--- src/rtl/isqrt_bisect_unit_if.sv ---
// Request/response bundle for the bisection square-root engine.
// The requester drives the master side and the engine sits on the slave side.
interface isqrt_bisect_unit_if #(
  parameter int W = 32
);
  logic           START;
  logic [W-1:0]   N;
  logic           ROUND;
  logic           BUSY;
  logic           DONE;
  logic [W/2:0]   ROOT;
  logic [W/2:0]   REM;

  modport master (
    output START, N, ROUND,
    input  BUSY, DONE, ROOT, REM
  );

  modport slave (
    input  START, N, ROUND,
    output BUSY, DONE, ROOT, REM
  );
endinterface

--- src/rtl/isqrt_bisect_unit.sv ---
// Integer square root by bisection on [lo, hi): one halving per cycle, W/2 steps,
// then a finish cycle that forms the floor remainder and applies optional rounding.
module isqrt_bisect_unit #(
  parameter int W = 32
) (
  input  logic                 CLK,
  input  logic                 RESET,
  isqrt_bisect_unit_if.slave   bus
);
  localparam int HW    = W / 2;
  localparam int RW    = HW + 1;
  localparam int ITERS = HW;
  localparam int CW    = $clog2(ITERS + 1);

  localparam logic [1:0] S_IDLE   = 2'd0;
  localparam logic [1:0] S_ITER   = 2'd1;
  localparam logic [1:0] S_FINISH = 2'd2;

  logic [1:0]    state_q, state_d;
  logic [W-1:0]  ncap_q, ncap_d;
  logic          round_q, round_d;
  logic [RW-1:0] lo_q, lo_d;
  logic [RW-1:0] hi_q, hi_d;
  logic [CW-1:0] count_q, count_d;
  logic          busy_q, busy_d;
  logic          done_q, done_d;
  logic [RW-1:0] root_q, root_d;
  logic [RW-1:0] rem_q, rem_d;

  logic [RW-1:0]     mid;
  logic [2*RW-1:0]   mid_sq;
  logic [W-1:0]      lo_sq;
  logic [RW-1:0]     rem_fl;

  function automatic logic [RW-1:0] round_root(input logic [RW-1:0] r,
                                               input logic [RW-1:0] rem,
                                               input logic          nearest);
    // rem > r exactly when N lies past (r + 0.5)^2 = r^2 + r + 0.25
    if (nearest && (rem > r)) return r + RW'(1);
    return r;
  endfunction

  // Bisection probe: mid squared at full width so hi = 2^(W/2) never wraps
  assign mid    = RW'(({1'b0, lo_q} + {1'b0, hi_q}) >> 1);
  assign mid_sq = (2*RW)'(mid) * (2*RW)'(mid);

  // Finish: lo is the floor root, so lo^2 fits in W bits and the remainder in RW bits
  assign lo_sq  = W'(lo_q) * W'(lo_q);
  assign rem_fl = RW'(ncap_q - lo_sq);

  always_comb begin
    state_d = state_q;
    ncap_d  = ncap_q;
    round_d = round_q;
    lo_d    = lo_q;
    hi_d    = hi_q;
    count_d = count_q;
    busy_d  = busy_q;
    done_d  = 1'b0;
    root_d  = root_q;
    rem_d   = rem_q;
    case (state_q)
      S_IDLE: begin
        if (bus.START) begin
          ncap_d  = bus.N;
          round_d = bus.ROUND;
          lo_d    = '0;
          hi_d    = RW'(1) << HW;
          count_d = '0;
          busy_d  = 1'b1;
          state_d = S_ITER;
        end
      end
      S_ITER: begin
        if (mid_sq <= (2*RW)'(ncap_q)) lo_d = mid;
        else                           hi_d = mid;
        count_d = count_q + CW'(1);
        if (count_q == CW'(ITERS - 1)) state_d = S_FINISH;
      end
      S_FINISH: begin
        root_d  = round_root(lo_q, rem_fl, round_q);
        rem_d   = rem_fl;
        done_d  = 1'b1;
        busy_d  = 1'b0;
        state_d = S_IDLE;
      end
      default: state_d = S_IDLE;
    endcase
  end

  always_ff @(posedge CLK) begin
    if (RESET) begin
      state_q <= S_IDLE;
      ncap_q  <= '0;
      round_q <= 1'b0;
      lo_q    <= '0;
      hi_q    <= '0;
      count_q <= '0;
      busy_q  <= 1'b0;
      done_q  <= 1'b0;
      root_q  <= '0;
      rem_q   <= '0;
    end else begin
      state_q <= state_d;
      ncap_q  <= ncap_d;
      round_q <= round_d;
      lo_q    <= lo_d;
      hi_q    <= hi_d;
      count_q <= count_d;
      busy_q  <= busy_d;
      done_q  <= done_d;
      root_q  <= root_d;
      rem_q   <= rem_d;
    end
  end

  assign bus.BUSY = busy_q;
  assign bus.DONE = done_q;
  assign bus.ROOT = root_q;
  assign bus.REM  = rem_q;
endmodule
--- src/flat_wrapper.sv ---
// flat-port wrapper written by rule: the top's interface ports become plain ports
module isqrt_bisect_unit_flat 
#(
  parameter int W = 32
)
  (CLK, RESET, bus_START, bus_N, bus_ROUND, bus_BUSY, bus_DONE, bus_ROOT, bus_REM);
  isqrt_bisect_unit_if #(.W(W)) bus_i ();
  input  logic CLK;
  input  logic RESET;
  input wire logic [$bits(bus_i.START)-1:0] bus_START;
  input wire logic [$bits(bus_i.N)-1:0] bus_N;
  input wire logic [$bits(bus_i.ROUND)-1:0] bus_ROUND;
  output wire logic [$bits(bus_i.BUSY)-1:0] bus_BUSY;
  output wire logic [$bits(bus_i.DONE)-1:0] bus_DONE;
  output wire logic [$bits(bus_i.ROOT)-1:0] bus_ROOT;
  output wire logic [$bits(bus_i.REM)-1:0] bus_REM;
  assign bus_i.START = bus_START;
  assign bus_i.N = bus_N;
  assign bus_i.ROUND = bus_ROUND;
  assign bus_BUSY = bus_i.BUSY;
  assign bus_DONE = bus_i.DONE;
  assign bus_ROOT = bus_i.ROOT;
  assign bus_REM = bus_i.REM;
  isqrt_bisect_unit #(.W(W)) u_core (.CLK(CLK), .RESET(RESET), .bus(bus_i));
endmodule
--- config.mk ---
export PLATFORM = sky130hd
export DESIGN_NAME = isqrt_bisect_unit_flat
export DESIGN_NICKNAME = d
export VERILOG_FILES = /design/src/rtl/isqrt_bisect_unit_if.sv /design/src/rtl/isqrt_bisect_unit.sv /design/src/flat_wrapper.sv
export SDC_FILE = /design/constraint.sdc
export NUM_CORES = 1
export LEC_CHECK = 0
export CELL_PAD_IN_SITES_DETAIL_PLACEMENT = 2
export CELL_PAD_IN_SITES_GLOBAL_PLACEMENT = 2
export CORE_MARGIN = 10
export CORE_UTILIZATION = 36
export DETAILED_ROUTE_END_ITERATION = 7
export PLACE_DENSITY = 0.75
export SKIP_CTS_REPAIR_TIMING = 1
export SYNTH_ARGS = -nofsm -noshare
export SYNTH_HDL_FRONTEND = slang
export SYNTH_SLANG_ARGS = --single-unit
--- constraint.sdc ---
create_clock -name CLK -period 10.95 [get_ports CLK]
set_input_delay 1.095 -clock CLK [delete_from_list [all_inputs] [get_ports CLK]]
set_output_delay 1.095 -clock CLK [all_outputs]
set_load 0.03 [all_outputs]
==> out/qor_table.md, run 1 <==
| Parameter | Reported | Unit |
|:---|:---|:---|
| Via count of the first global-routing pass | 17840 | - |
| Power share of the combinational group | 27.4 | % |
| Wire per inst | 22.15 | um |
| Setup violators final | 0 | - |
| Area Growth Syn to Fin | 12.23 | % |
| Most used standard cells in the synthesized netlist | 481 x inv_1, 291 x fa_1, 266 x nand2_1, 243 x ha_1, 153 x nor2_1 | - |
| Area of the core | 51300 | sq um |
| Most instantiated library cell after synthesis | inv_1 | - |
| Num rows | 83 | - |
| Switch share | 35.42 | % |
| Hold Vio Cnt, Final | 0 | - |
| Maxcap violations | 0 | - |
| Register-to-register setup slack | 0.31 | ns |
| Die Area | 61320 | sq um |
| Post-synth design cell area | 18650 | sq um |
| Total power | 1.064 | mW |
| Final sum of negative setup slack | 0 | ns |
| Start of the worst register-to-register path | u_core.hi_q[4] | - |
| Clock Sink Count | 110 | - |
| Starting DRC count in detailed routing | 683 | - |
| Clock Tree Root | clkbuf_16 | - |
| Number of pins with negative max-slew slack in the final report | 0 | - |
| Buffer levels on the longest clock path | 2 | - |
| First drt pass iteration count | 5 | - |
| Starting density of the core | 36.36 | % |
| Worst Setup End Kind | flip-flop | - |
| Number of register bits inferred by synthesis | 110 | - |
| Number of cells produced by synthesis | 2179 | - |
| Layout cells sized above 1 | 5.882 | % |
| Via density per instance | 5.174 | - |
| Final hold slack | 0.4608 | ns |
| Post-Synthesis Mean Instance Area | 8.560 | sq um |
| Post-synth top area share | 31.23 | % |
| Clock-pin slew of the registers on the worst-case setup and hold paths | 0.09 | ns |
| Diodes inserted | 0 | - |
| First-pass GRT wire length | 102.7 | mm |
| Global placer's final weighted congestion | 0.8979 | - |
| Die width | 247.6 | um |
| Largest fanout of any net on the critical path | 16 | - |
| Max transition margin | 15.28 | % |
| Number of cells on the worst hold path | 2 | - |
| Dominant register cell in the synthesized netlist | dfxtp_1 | - |
| Detailed placer's ending HPWL | 54.68 | mm |
| Worst min-delay path category | flip-flop to flip-flop | - |
| Critical path launch point type | flip-flop | - |
| Yosys Warn Count | 0 | - |
| Final worst path period need | 10.64 | ns |
| Remaining Overflow, GRT | 0 | - |
| Cts bufs inserted | 9 | - |
| Number of I/O pins | 72 | - |
| Count of buffers from port buffering | 71 | - |
| Worst IR Drop VDD | 0.06458 | mV |
| Cell depth of the worst flop-to-flop path | 39 | - |
| Htree depth | 3 | - |
| Critical path buffer and inverter count | 7 | - |
| Tcrit/Tclk final | 97.20 | % |
| Clk pwr share | 33.3 | % |
| Clock tree from TritonCTS | done | - |
| Part of the power in registers | 39.3 | % |
| Final #Nets | 2826 | - |
| Cell with the largest stage delay on the worst path | fa_1 | - |
| Post-Route WL | 65.14 | mm |
| Antenna violations before repair | 1 | - |
| Sequential fraction of the synthesis area | 11.81 | % |
| Vias | 15220 | - |
| Crit Path Class | flip-flop to flip-flop | - |
| Net Switching | 0.3767 | mW |
| Ranking of synthesized cells by area | fa_1 31%, ha_1 16%, dfxtp_1 12% | - |
| Final clock skew | 0.01316 | ns |
| Share of synthesized registers carrying an async set or reset | 0 | % |
| Data required time at the worst endpoint | 11.23 | ns |
| Power density over the cells | 50.81 | nW/um^2 |
| Hold path startpoint | u_core.ncap_q[30] | - |
| Leakage | 10.50 | nW |
| Max stage delay on crit path | 0.55 | ns |
| Cell internal power dissipation | 0.6868 | mW |
| DR DRC count | 0 | - |
| Hold worst-path end | u_core.ncap_q[30] | - |
| Worst slew pin tran | 1.266 | ns |
| Worst R2R End | u_core.hi_q[1] | - |
| Status | finished clean | - |
| Syn_nets | 2749 | - |
| Height of the die | 247.6 | um |
| Crit-path leading delay family | adder cells | - |
| Arrival time at the worst endpoint | 10.92 | ns |
| Max frequency | 0.09395 | GHz |
| Cell type contributing the most total cell area after synthesis | fa_1 | - |
| Maximum number of pins on one net before global-route repair | 67 | - |
| Clock latency of the later-clocked register in the worst-skew pair | 0.39 | ns |
| Number of nets with antenna violations after routing | 0 | - |
| Total routing resource utilization after global routing | 21.58 | % |
| EDFF count, synth | 0 | - |
| Distinct cells, synth | 73 | - |
| Most common cell type on the critical path | fa_1 | - |
==> cell type report <==
| cell class | instances | area (sq um) |
|---|---|---|
| Clock buffer | 9 | 225.2 |
| Clock inverter | 7 | 77.57 |
| Fill cell | 5775 | 30370 |
| Inverter | 484 | 1824 |
| Multi-Input combinational cell | 1514 | 14520 |
| Sequential cell | 110 | 2205 |
| Tap cell | 680 | 850.8 |
| Timing Repair Buffer | 137 | 1232 |
==> worst max path at each step <==
stage | startpoint | end | slack (ns) | depth (start not counted)
floorplan | u_core.lo_q[0] | u_core.hi_q[10] | 0.52 | 45
global placement | u_core.hi_q[1] | u_core.hi_q[5] | 0.28 | 39
finish | u_core.hi_q[4] | u_core.hi_q[1] | 0.31 | 39
CTS | u_core.hi_q[1] | u_core.lo_q[4] | -0.32 | 46
detailed placement | u_core.hi_q[1] | u_core.hi_q[10] | -0.24 | 43
global route | u_core.lo_q[8] | u_core.lo_q[8] | -0.12 | 43
==> registers in the layout, summed over array words and instances, names as in the netlist <==
signal and cells:
u_core.round_q 1, u_core.bus.DONE 1, u_core.bus.BUSY 1, u_core.bus.ROOT 17, u_core.count_q 5, u_core.lo_q 17
u_core.ncap_q 32, u_core.hi_q 17, u_core.bus.REM 17, u_core.state_q 2
==> tightest hold or removal path: stages (launching register included) <==
cell	delay, ns
dfxtp_1	0.32
nand2_1	0.05
a21oi_1	0.05
==> layer usage <==
layer / routed length (um) / part of all wire [%] / vias up / global-route usage (%)
met4: 1728 / 2.7 / 2 / 5.218
met3: 2339 / 3.6 / 78 / 3.386
met1: 28750 / 44 / 7895 / 27.40
met2: 32300 / 50 / 212 / 37.71
met5: 18 / 0.028 / - / 0
li1: - / - / 7031 / -
==> placed cells by master, fill, tap and decap left out, types with 5 or more instances in the layout <==
cell type          n
or2_2              5
xnor2_1           62
fa_1             290
xor2_1            18
a21o_1            31
a21oi_1          100
o21a_1            17
o21ai_0           39
inv_1            479
ha_1             239
o2bb2ai_1         16
nor3b_1            5
a32o_1            16
nor3_1            32
a211oi_1          16
a311oi_1           8
nor4_1            16
o211ai_1           6
and3_1             6
nor2_1           151
clkdlybuf4s50_1   70
nand4_1           10
o21bai_1           6
nand3_1           26
buf_4             64
nand2_1          266
clkbuf_16          9
a31oi_1            6
nor2b_1            8
nand2b_1          17
dfxtp_1          108
o31ai_1            5
or3_1             10
o21ai_1            5
==> cells by family (layout without fill, tap and decap cells) <==
family / after synthesis / in the layout / synth area share, %
multiplexers: 4 / 4 / 0.2281
adder cells (fa/ha/maj): 534 / 534 / 47.53
flip-flops: 110 / 110 / 11.81
XOR/XNOR: 84 / 84 / 3.984
AND/OR/NAND/NOR: 578 / 578 / 13.66
buffers and inverters: 555 / 637 / 11.27
AO/OA/AOI/OAI: 314 / 314 / 11.52
==> stage by stage <==
stage / worst slack, ns / utilization [%] / instances / instance area [sq um]
final: 0.3062 / 40.81 / 2941 / 20930
after global placement: 0.2829 / 39.78 / 2918 / 20410
after detailed placement: -0.2419 / 39.78 / 2918 / 20410
after CTS: -0.3244 / 40.37 / 2934 / 20710
after floorplan: 0.5185 / - / 2179 / 18650
after global routing: -0.1245 / 40.81 / 2941 / 20930
==> power groups by stage <==
stage / logic [mW] / registers (mW) / clock network [mW]
floorplan: 0.188 / 0.424 / 0
global placement: 0.271 / 0.427 / 0
detailed placement: 0.285 / 0.428 / 0
CTS: 0.288 / 0.418 / 0.363
global route: 0.329 / 0.420 / 0.379
finish: 0.291 / 0.418 / 0.354
Note: power is estimated with default switching activity, not from simulation.
==> run 2, diff against run 1 <==
--- a/config.mk
+++ b/config.mk
@@ -9,6 +9,7 @@
 export CELL_PAD_IN_SITES_GLOBAL_PLACEMENT = 2
 export CORE_MARGIN = 10
 export CORE_UTILIZATION = 36
+export CTS_CLUSTER_SIZE = 16
 export DETAILED_ROUTE_END_ITERATION = 7
 export PLACE_DENSITY = 0.75
 export SKIP_CTS_REPAIR_TIMING = 1
==> results of run 2 <==
Same layout as run 1: the final DEF is identical, and so are final timing and power.
